## src/rtl/packet_gen.sv

```systemverilog
// Packet source for sop/eop/val word streams. One start command produces one
// packet of len_i+1 words using an LFSR, descending, ascending or constant
// pattern, waits for the sink to go idle first and keeps a minimum idle gap
// between packets. Every output is registered.
//
// state  | meaning
// IDLE   | waiting for start_i; latches len/mode/seed on start
// WAIT   | packet armed, holding until busy_i is low
// SEND   | emitting one word per cycle until the eop word
// GAP    | enforced idle after eop; done_o on the last gap cycle
module packet_gen #(
   parameter int AWIDTH     = 8,
   parameter int DWIDTH     = 8,
   parameter int GAP_CYCLES = 2
) (
   input  logic              clk_i,
   input  logic              srst_i,
   input  logic              start_i,
   input  logic [AWIDTH-1:0] len_i,
   input  logic [1:0]        mode_i,
   input  logic [15:0]       seed_i,
   input  logic              busy_i,
   output logic [DWIDTH-1:0] data_o,
   output logic              sop_o,
   output logic              eop_o,
   output logic              val_o,
   output logic              busy_o,
   output logic              done_o,
   output logic [15:0]       pkt_cnt_o
);

   typedef enum logic [1:0] {S_IDLE, S_WAIT, S_SEND, S_GAP} state_t;

   state_t state, state_nxt;

   logic [AWIDTH-1:0] len_q, len_nxt;
   logic [1:0]        mode_q, mode_nxt;
   logic [DWIDTH-1:0] const_q, const_nxt;
   logic [15:0]       lfsr, lfsr_nxt;
   // One bit wider than len so the full 2**AWIDTH-word packet never wraps.
   logic [AWIDTH:0]   idx, idx_nxt;
   logic [7:0]        gap_cnt, gap_nxt;

   logic [DWIDTH-1:0] data_nxt;
   logic              sop_nxt, eop_nxt, val_nxt, busy_nxt, done_nxt;
   logic [15:0]       pkt_nxt;
   logic [DWIDTH-1:0] word;
   logic              last;

   // Pattern word for the current index, from the latched configuration.
   always_comb begin
      word = '0;
      case (mode_q)
         2'b00:   word = lfsr[DWIDTH-1:0];
         2'b01:   word = DWIDTH'({1'b0, len_q} - idx);
         2'b10:   word = DWIDTH'(idx);
         default: word = const_q;
      endcase
      last = (idx == {1'b0, len_q});
   end

   // Next-state and next-output logic; outputs are registered below.
   always_comb begin
      state_nxt = state;
      len_nxt   = len_q;
      mode_nxt  = mode_q;
      const_nxt = const_q;
      lfsr_nxt  = lfsr;
      idx_nxt   = idx;
      gap_nxt   = gap_cnt;
      data_nxt  = data_o;
      pkt_nxt   = pkt_cnt_o;
      sop_nxt   = 1'b0;
      eop_nxt   = 1'b0;
      val_nxt   = 1'b0;
      done_nxt  = 1'b0;
      case (state)
         S_IDLE: begin
            if (start_i) begin
               len_nxt   = len_i;
               mode_nxt  = mode_i;
               const_nxt = seed_i[DWIDTH-1:0];
               lfsr_nxt  = (seed_i == 16'h0000) ? 16'h0001 : seed_i;
               idx_nxt   = '0;
               state_nxt = S_WAIT;
            end
         end
         S_WAIT, S_SEND: begin
            // busy_i only gates the first word; once sending there is no backpressure.
            if (state == S_SEND || !busy_i) begin
               val_nxt  = 1'b1;
               data_nxt = word;
               sop_nxt  = (idx == '0);
               eop_nxt  = last;
               lfsr_nxt = {lfsr[14:0], lfsr[15] ^ lfsr[13] ^ lfsr[12] ^ lfsr[10]};
               idx_nxt  = idx + 1'b1;
               if (last) begin
                  pkt_nxt   = pkt_cnt_o + 16'd1;
                  gap_nxt   = 8'(GAP_CYCLES);
                  state_nxt = S_GAP;
               end else begin
                  state_nxt = S_SEND;
               end
            end
         end
         default: begin
            if (gap_cnt <= 8'd1) begin
               done_nxt  = 1'b1;
               state_nxt = S_IDLE;
            end else begin
               gap_nxt = gap_cnt - 8'd1;
            end
         end
      endcase
      busy_nxt = (state_nxt != S_IDLE);
   end

   // State, configuration and output registers with synchronous reset.
   always_ff @(posedge clk_i) begin
      if (!srst_i) begin
         state     <= S_IDLE;
         len_q     <= '0;
         mode_q    <= '0;
         const_q   <= '0;
         lfsr      <= 16'h0001;
         idx       <= '0;
         gap_cnt   <= '0;
         data_o    <= '0;
         sop_o     <= 1'b0;
         eop_o     <= 1'b0;
         val_o     <= 1'b0;
         busy_o    <= 1'b0;
         done_o    <= 1'b0;
         pkt_cnt_o <= '0;
      end else begin
         state     <= state_nxt;
         len_q     <= len_nxt;
         mode_q    <= mode_nxt;
         const_q   <= const_nxt;
         lfsr      <= lfsr_nxt;
         idx       <= idx_nxt;
         gap_cnt   <= gap_nxt;
         data_o    <= data_nxt;
         sop_o     <= sop_nxt;
         eop_o     <= eop_nxt;
         val_o     <= val_nxt;
         busy_o    <= busy_nxt;
         done_o    <= done_nxt;
         pkt_cnt_o <= pkt_nxt;
      end
   end

endmodule
```

## config.mk

```make
export PLATFORM = sky130hd
export DESIGN_NAME = packet_gen
export DESIGN_NICKNAME = d
export VERILOG_FILES = /design/src/rtl/packet_gen.sv
export SDC_FILE = /design/constraint.sdc
export NUM_CORES = 1
export LEC_CHECK = 0
export BUFFER_PORTS_ARGS = -buffer_cell sky130_fd_sc_hd__buf_2
export CORE_MARGIN = 3
export CORE_UTILIZATION = 38
export CTS_CLUSTER_DIAMETER = 50
export DETAILED_ROUTE_END_ITERATION = 10
export PLACE_DENSITY = 0.61
export SLEW_MARGIN = 20
export SYNTH_ARGS = -nofsm -noshare
export SYNTH_HDL_FRONTEND = slang
export SYNTH_SLANG_ARGS = --single-unit
```

## constraint.sdc

```tcl
create_clock -name clk_i -period 7 [get_ports clk_i]
set_clock_uncertainty 0.05 [all_clocks]
set_input_delay 0 -clock clk_i [delete_from_list [all_inputs] [get_ports clk_i]]
set_output_delay 0 -clock clk_i [all_outputs]
set_load 0.1 [all_outputs]
```

# == Word level (Yosys, flattened, before mapping) ==
# Cells that the tools add are included.
# Widths: inputs -> output; s select.
# word_totals
ff_bits,82
input_bits,30
# op_classes
add_sub_neg,4
order_cmp,1
eq_ne,9
n_mux,19
bitwise,5
n_reduce_logical,17
# ops
cell,count
$mux 16,3
$pmux 16 s2,1
$mux 8,3
$pmux 8 s3,1
$mux 9,2
$pmux 9 s2,1
$add 16x1->16 const B,1
$logic_not 16->1,1
$pmux 8 s2,1
$add 9x1->9 const B,1
$eq 9x8->1,1
$logic_not 9->1,1
$reduce_and 3->1,3
$le 8x1->1 const B,1
$sub 8x1->8 const B,1
$sub 8x8->8,1
$mux 2,3
$ne 2x2->1 const B,3
$reduce_and 2->1,3
$eq 2x1->1 const B,2
$eq 2x2->1 const B,2
$logic_not 2->1,2
$pmux 2 s2,1
$reduce_and 4->1,1
other kinds (9),15

# == Logic depth before layout (Yosys ltp) ==
# Gate-level depths: netlist (run 1).
# logic_depth
depth_word,5
mapped_depth,9
ltp_nobuf,8

# == Least setup slack after synthesis (run 1) ==
# OpenSTA, ideal clock, no wires.
# synth_timing
path_type,register to register
start,register pkt_cnt_o[2]
end,register pkt_cnt_o[15]
arrival_time_ns,2.241
required_ns,6.880
slack_ns,4.638
stages_incl_launch_ff,6
path_buffers,0
synth_period_minus_slack_ns,2.362
path_cell_list,dfxtp_1 > and2_1 > and4_1 > nand3_2 > or4_1 > a21oi_1
# synth_via
elab_chain_len,1
# synth_rtl
element,line,text
from (decl),29,output logic [15:0] pkt_cnt_o
from (signal assigned),149,pkt_cnt_o <= pkt_nxt;
$add 16x1->16,98,pkt_nxt = pkt_cnt_o + 16'd1;
# No other way between the ends.
# A chain may end at the register's enable or synchronous reset.

# == Worst setup path after layout (run 1) ==
# layout_timing
start,register state[0]
end,register lfsr[0]
# layout_via
elab_chain_len,4
# layout_rtl
element,line,text
from (decl),34,"state_t state, state_nxt;"
from (signal assigned),136,state <= state_nxt;
$eq 2x2->1 or $eq 2x1->1 (tied branches),"77, 90",
$reduce_or 2->1 or $logic_or 1x1->1 (tied branches),"77, 90",
$ne 2x2->1 (no line) or $reduce_bool 2->1 (tied branches),--,
$reduce_and 3->1 (no line),--,
to (signal assigned),140,lfsr <= lfsr_nxt;
to (decl),39,"logic [15:0] lfsr, lfsr_nxt;"
# Several ways; a longest one is shown, not always the timed one.

==> results of run 1 <==
==> state kept, by name, indices dropped and copies added, names as in the netlist, 2 cells and up <==
name and cells:
lfsr 16, state 2, const_q 8, data_o 8
pkt_cnt_o 16, gap_cnt 8, mode_q 2, len_q 8
idx 9
==> placed cells by master, fill, tap and decap left out, types with 14 or more instances in the layout <==
cell           netlist  routed
nand2_1             61      61
nor4_1              14      14
buf_2                3      58
inv_1               19      19
a211oi_1            21      21
mux2i_1             21      21
ha_1                16      16
xnor2_1             18      18
dlygate4sd3_1        0      27
dfxtp_1             82      82
a21oi_1             40      40
nor2_1              49      48
==> repair_timing <==
item | CTS | global route
hold buffers | 27 | 0
endpoints found under the setup margin | 0 | 0
endpoints found under the hold margin | 41 | 0
gates resized for setup | 0 | 0
==> layer usage <==
metal / wire length, um / vias up / global-route usage [%] / share of wire, %
met5: 0 / - / 0 / 0
met1: 4920 / 1771 / 22.9 / 47
met4: 182 / 0 / 5.52 / 1.7
li1: - / 1892 / - / -
met3: 675 / 12 / 4.84 / 6.4
met2: 4790 / 106 / 27.9 / 45
==> cells in the mapped netlist (3+ instances only) <==
master and number:
ha_1 16, nor3_1 6, a21oi_1 40, or3_1 7, clkbuf_1 20, dfxtp_1 82, nand4_1 7, o21ai_0 6
nor2_1 49, xnor2_1 18, nand3_1 12, and3_1 5, or4_1 9, and4_1 3, inv_1 19, nor4_1 14
o211ai_1 3, a211oi_1 21, buf_1 4, buf_2 3, nor3b_1 3, xor2_1 9, mux2i_1 21, and2_1 6
nand2_1 61, a311oi_1 3, o21ai_1 8
==> path summary, 6_finish.rpt <==
check / to / slack [ns] / cells past startpoint
worst min register to register: const_q[6] / 0.41 / 2
worst max register to register: lfsr[0] / 4.12 / 7
worst min-delay path: state[0] / 0.16 / 4
worst max-delay path: lfsr[0] / 4.12 / 7
==> kinds of logic after synthesis <==
group           Yosys count
simple gates            202
compound gates           94
flops                    82
buf+inv                  49
xor+xnor                 27
mux                      24
fa+ha+maj                17
==> critical path: stages (launching register included) <==
cell and delay (ns):
dfxtp_1 0.40, inv_1 0.10, ha_1 0.44, buf_4 0.40
mux2i_1 0.76, or2_2 0.29, a211oi_1 0.06, a211o_1 0.28
==> layout make-up <==
type | instances | area (um2) | share of cell area [%]
inverter | 19 | 71.3 | 1.41
tap | 136 | 170 | 3.35
multi-input combinational | 364 | 2380 | 46.9
clock inverter | 4 | 72.6 | 1.43
sequential | 82 | 1640 | 32.4
clock buffer | 12 | 165 | 3.26
timing repair buffer | 87 | 576 | 11.3
==> power by group through the flow <==
stage | Clock, mW | Sequential, mW | Combinational [mW]
finish | 0.399 | 0.652 | 1.08
global route | 0.429 | 0.666 | 1.18
CTS | 0.411 | 0.651 | 1.07
detailed placement | 0 | 0.662 | 1.06
global placement | 0 | 0.659 | 1.04
floorplan | 0 | 0.795 | 0.739
==> through the flow <==
step	worst slack (ns)	instance area, um2
floorplan	4.64	4220
global placement	4.09	4560
detailed placement	3.95	4560
CTS	3.91	5070
global route	3.93	5070
finish	4.12	5070
==> summary.md, run 1 <==
| Metric | Value |
|---|---|
| Power Dens Cells | 420 mW/mm2 |
| Post-DP HPWL | 7460 um |
| Static leakage | 1.97 nW |
| Yosys warns | 0 |
| Root Buffer Master | clkbuf_8 |
| Worst slew pin tran | 0.913 ns |
| Hold slack | 0.161 ns |
| Largest net degree at the start of global routing | 53 |
| Area grow syn2layout | 20.1% |
| RSZ-0062 raised after global routing | false |
| Worst-skew pair later-pin latency | 0.36 ns |
| Clock share of power | 18.8% |
| Largest family of logic cells by synthesized area | simple AND/OR/NAND/NOR gates |
| RR Startpoint | state[0] |
| DRC viols | 0 |
| Async S/R FF share, synth | 0% |
| Share of the synthesized area in the top cell type | 38.9% |
| Combinational share of power | 50.6% |
| Wire length per cell | 15.0 um |
| Avg Cell Area, Syn | 8.53 um2 |
| Vias | 3781 |
| Sequential element share of the synthesized area | 38.9% |
| Post-synthesis compound-gate area fraction | 14.3% |
| Horiz. Die Dim | 111 um |
| Clock transition at path regs | 0.08 ns |
| Critical path capture point type | flip-flop |
| Row count | 37 |
| Seq pwr share | 30.6% |
| Fillers | 1033 |
| Pwr Total | 2.13 mW |
| Post-synthesis mux area share | 6.31% |
| Vias in the first global route | 3639 |
| Simple-Gate Fraction of Synth Area | 24.7% |
| Post-Syn Area | 0.00422 mm2 |
| Initial DRC Count | 178 |
| EDFF count, synth | 0 |
| First-pass GRT wire length | 18000 um |
| Synthesized instance count | 495 |
| Vias per cell | 5.37 |
| #FFs+latches synth | 82 |
| Number of buffers added on ports | 58 |
| Final wirelength | 10600 um |
| DIE HEIGHT | 111 um |
| CP startpoint | state[0] |
| CP required | 7.20 ns |
| Top FF cell, synth | dfxtp_1 |
| Final Setup Violations | 0 |
| Core ar. | 0.0106 mm2 |
| GRT Total Usage | 17.4% |
| CTS tree | built |
| Hold crit path type | in -> reg |
| NetSw | 0.964 mW |
| Placed cells | 661 |
| Max Slew Vio Count | 0 |
| Max Fclk | 347 MHz |
| Setup_tns | 0 ns |
| XOR/XNOR Fraction of Synth Area | 5.60% |
| Slew headroom | 39.0% |
| Post-layout util | 48.1% |
| CP Class | reg -> reg |
| Initial antenna violation count | 0 |
| Ant diodes | 0 |
| Initial DRT Pass Iterations | 4 |
| Dominant cell type by area after synthesis | dfxtp_1 |
| Non-filler cells, final | 704 |
| Syn Nets | 542 |
| Crit share post-route | 41.1% |
| Hold_sp | busy_i |
| Number of max-cap violations | 0 |
| Sink Count | 82 |
| Sw Share | 45.3% |
| Initial cell density of the core | 40.0% |
| Io pins | 59 |
| Post-layout min period | 2.88 ns |
| RD Place Congestion | 0.875 |
| # nets final | 610 |
| Die area | 0.0124 mm2 |
| Clock Path Buffers | 2 |
| Status | complete, no violations |
| CP max FO | 23 |
| Total grt overflow | 0 |
| Cell variety after synth | 56 |
| Antenna Nets Post-Route | 0 |
| Area contributors post-synth | dfxtp_1 39%, nand2_1 5.4%, mux2i_1 5.0% |
| Critical Path AT | 3.08 ns |
| Setup repair bufs after CTS | 0 |
| Final hold vios | 0 |
| Post-Synth Adder-Cell Area | 5.21% |
| Layout cells sized above 1 | 16.0% |
| CTS H-Tree Depth | 3 |
| CTS Buf Count | 9 |
| Peak supply drop | 0.254 mV |
| Internal Power | 1.17 mW |
| Worst setup SP type | flip-flop |
Power figures use the tool's default switching activity.
==> inputs of run 2 (changes only) <==
--- a/config.mk
+++ b/config.mk
@@ -5,6 +5,7 @@
 export SDC_FILE = /design/constraint.sdc
 export NUM_CORES = 1
 export LEC_CHECK = 0
+export ABC_AREA = 1
 export BUFFER_PORTS_ARGS = -buffer_cell sky130_fd_sc_hd__buf_2
 export CORE_MARGIN = 3
 export CORE_UTILIZATION = 38
==> constraint.sdc (replaced) <==
create_clock -name clk_i -period 2.75 [get_ports clk_i]
set_clock_uncertainty 0.05 [all_clocks]
set_input_delay 0 -clock clk_i [delete_from_list [all_inputs] [get_ports clk_i]]
set_output_delay 0 -clock clk_i [all_outputs]
set_load 0.1 [all_outputs]
==> summary.md, run 2 <==
| Metric | Value |
|---|---|
| Status | complete, no violations |
| Multi-input gate area in the final layout | 0.00225 mm2 |
| Wire length per cell | 14.0 um |
| Sink Count | 82 |
| Final hold vios | 0 |
| CTS tree | built |
| Final wirelength | 11500 um |
| Initial cell density of the core | 40.1% |
| Worst slew pin tran | 0.492 ns |
| Die area | 0.0124 mm2 |
| #FFs+latches synth | 82 |
| CP startpoint | state[1] |
| Commonest non-fill, non-tap cells in the layout | 114 x nand2_1, 82 x a21oi_1, 82 x dfxtp_1 |
| Root Buffer Master | clkbuf_8 |
| First-pass GRT wire length | 19300 um |
| Vias in the first global route | 4012 |
| RD Place Congestion | 0.863 |
| Worst-skew pair later-pin latency | 0.36 ns |
| Initial DRT Pass Iterations | 5 |
| Static leakage | 2.25 nW |
| Most common cell after layout, fill and taps aside | nand2_1 |
| Antenna Nets Post-Route | 0 |
| Max Fclk | 441 MHz |
| RSZ-0062 raised after global routing | false |
| Hold crit path type | in -> reg |
| Place WS | 0.534 ns |
| Area contributors post-synth | dfxtp_1 39%, nand2_1 10%, a21oi_1 9.7% |
| Vias per cell | 5.17 |
| Worst reg2reg setup slack | 0.48 ns |
| Io pins | 59 |
| Post_cts resized | 0 |
| Post-Syn Area | 0.00423 mm2 |
| Setup repair bufs after CTS | 0 |
| Number of buffers added on ports | 58 |
| Top flop regs | lfsr: 16 flops, pkt_cnt_o: 16 flops, idx: 9 flops |
| Layout cells sized above 1 | 13.4% |
| Worst setup SP type | flip-flop |
| Power Dens Cells | 894 mW/mm2 |
| Register area | 0.00164 mm2 |
| Sequential element share of the synthesized area | 38.8% |
| Avg Cell Area, Syn | 7.04 um2 |
| RR Startpoint | state[1] |
| # nets final | 728 |
| Core ar. | 0.0106 mm2 |
| Row count | 37 |
| Placed cells | 780 |
| Critical path capture point type | flip-flop |
| Worst Setup EP | idx[7] |
| Post-layout min period | 2.27 ns |
| Area grow syn2layout | 20.0% |
| Ant diodes | 0 |
| EDFF count, synth | 0 |
| Cell variety after synth | 36 |
| Post-layout util | 48.1% |
| Most common library cells after synthesis | 114 x nand2_1, 82 x a21oi_1, 82 x dfxtp_1 |
| Dominant cell type by area after synthesis | dfxtp_1 |
| Crit share post-route | 82.4% |
| Non-filler cells, final | 821 |
| CTS H-Tree Depth | 3 |
| Async S/R FF share, synth | 0% |
| DRC viols | 0 |
| Initial DRC Count | 382 |
| Top-count cell post-synth | nand2_1 |
| Final Setup Violations | 0 |
| Worst R2R End | idx[7] |
| Critical Path AT | 2.47 ns |
| Number of max-cap violations | 0 |
| Clock transition at path regs | 0.09 ns |
| DIE HEIGHT | 112 um |
| Peak supply drop | 0.462 mV |
| Final worst setup slack | 0.483 ns |
| Total grt overflow | 0 |
| CTS Buf Count | 9 |
| CP Class | reg -> reg |
| Top FF cell, synth | dfxtp_1 |
| Max Slew Vio Count | 0 |
| Vias | 4243 |
| Syn Nets | 648 |
| Setup_tns | 0 ns |
| Fillers | 1065 |
| Post-DP HPWL | 8030 um |
| R2R depth | 11 |
| Share of the synthesized area in the top cell type | 38.8% |
| Largest net degree at the start of global routing | 46 |
| CP required | 2.96 ns |
| GRT Total Usage | 18.9% |
| Horiz. Die Dim | 112 um |
| Clock Path Buffers | 2 |
| Initial antenna violation count | 0 |
| Slew headroom | 67.4% |
| Synthesized instance count | 601 |
| Yosys warns | 0 |
| CP max FO | 23 |
==> run 2: worst min-delay path by stage <==
stage                          start  slack (ns)  cells after the start       end
after global placement      len_i[5]        0.20                      3  len_q[5]
after CTS                     srst_i        0.04                      3     val_o
final                         srst_i        0.06                      3     val_o
after global routing          srst_i        0.07                      3     val_o
after floorplan           seed_i[11]        0.09                      2  lfsr[11]
after detailed placement    len_i[6]        0.21                      3  len_q[6]
==> run 2: power breakdown <==
part	internal (mW)	switching, mW	total (mW)
clock	0.372	0.436	0.809
sequential	1.43	0.201	1.63
combinational	0.679	1.42	2.10
==> run 2: logic make-up after synthesis <==
family / Yosys count / synth area share (%)
adders and majority gates: 17 / 5.20
xor gates and xnor gates: 18 / 3.72
AOI/OAI and AO/OA: 156 / 19.4
and+or+nand+nor: 243 / 24.8
DFF: 82 / 38.8
buffers and inverters: 85 / 8.04
==> run 2: stage by stage <==
| stage | area (um2) | total power [mW] | hold slack [ns] |
|---|---|---|---|
| after floorplan | 4230 | 3.25 | 0.0928 |
| after global placement | 4650 | 3.67 | 0.197 |
| after detailed placement | 4650 | 3.71 | 0.214 |
| after CTS | 5080 | 4.55 | 0.0447 |
| after global routing | 5080 | 4.92 | 0.0695 |
| final | 5080 | 4.54 | 0.0590 |
==> run 2: worst max-delay path: stages (launching register included) <==
cell and delay (ns):
dfxtp_1 0.42, inv_1 0.09, ha_1 0.45, inv_2 0.06, o21ai_1 0.14, nand2_2 0.07, inv_2 0.25, nand2_1 0.18
nor3_2 0.23, nand3_1 0.10, nand2_1 0.07, nor2_1 0.04
==> run 2: timing repair <==
action / 4_1_cts / 5_1_grt
hold buffers: 26 / 0
endpoints found under the hold margin: 34 / 0
endpoints found under the setup margin: 0 / 0
==> run 2: layout make-up <==
| type | count | area share (%) |
|---|---|---|
| Timing Repair Buffer | 92 | 12.0 |
| Inverter | 62 | 4.63 |
| Tap cell | 136 | 3.35 |
| Clock inverter | 2 | 0.246 |
| Multi-Input combinational cell | 434 | 44.3 |
| Sequential cell | 82 | 32.3 |
| Clock buffer | 13 | 3.13 |
==> run 2: layer usage <==
metal	part of all wire, %	global-route usage (%)	vias up	routed length [um]
li1	-	-	2152	-
met1	47	26.4	1926	5390
met2	45	29.4	148	5130
met3	6.6	3.53	17	753
met4	1.8	6.73	0	211
met5	0	0	-	0
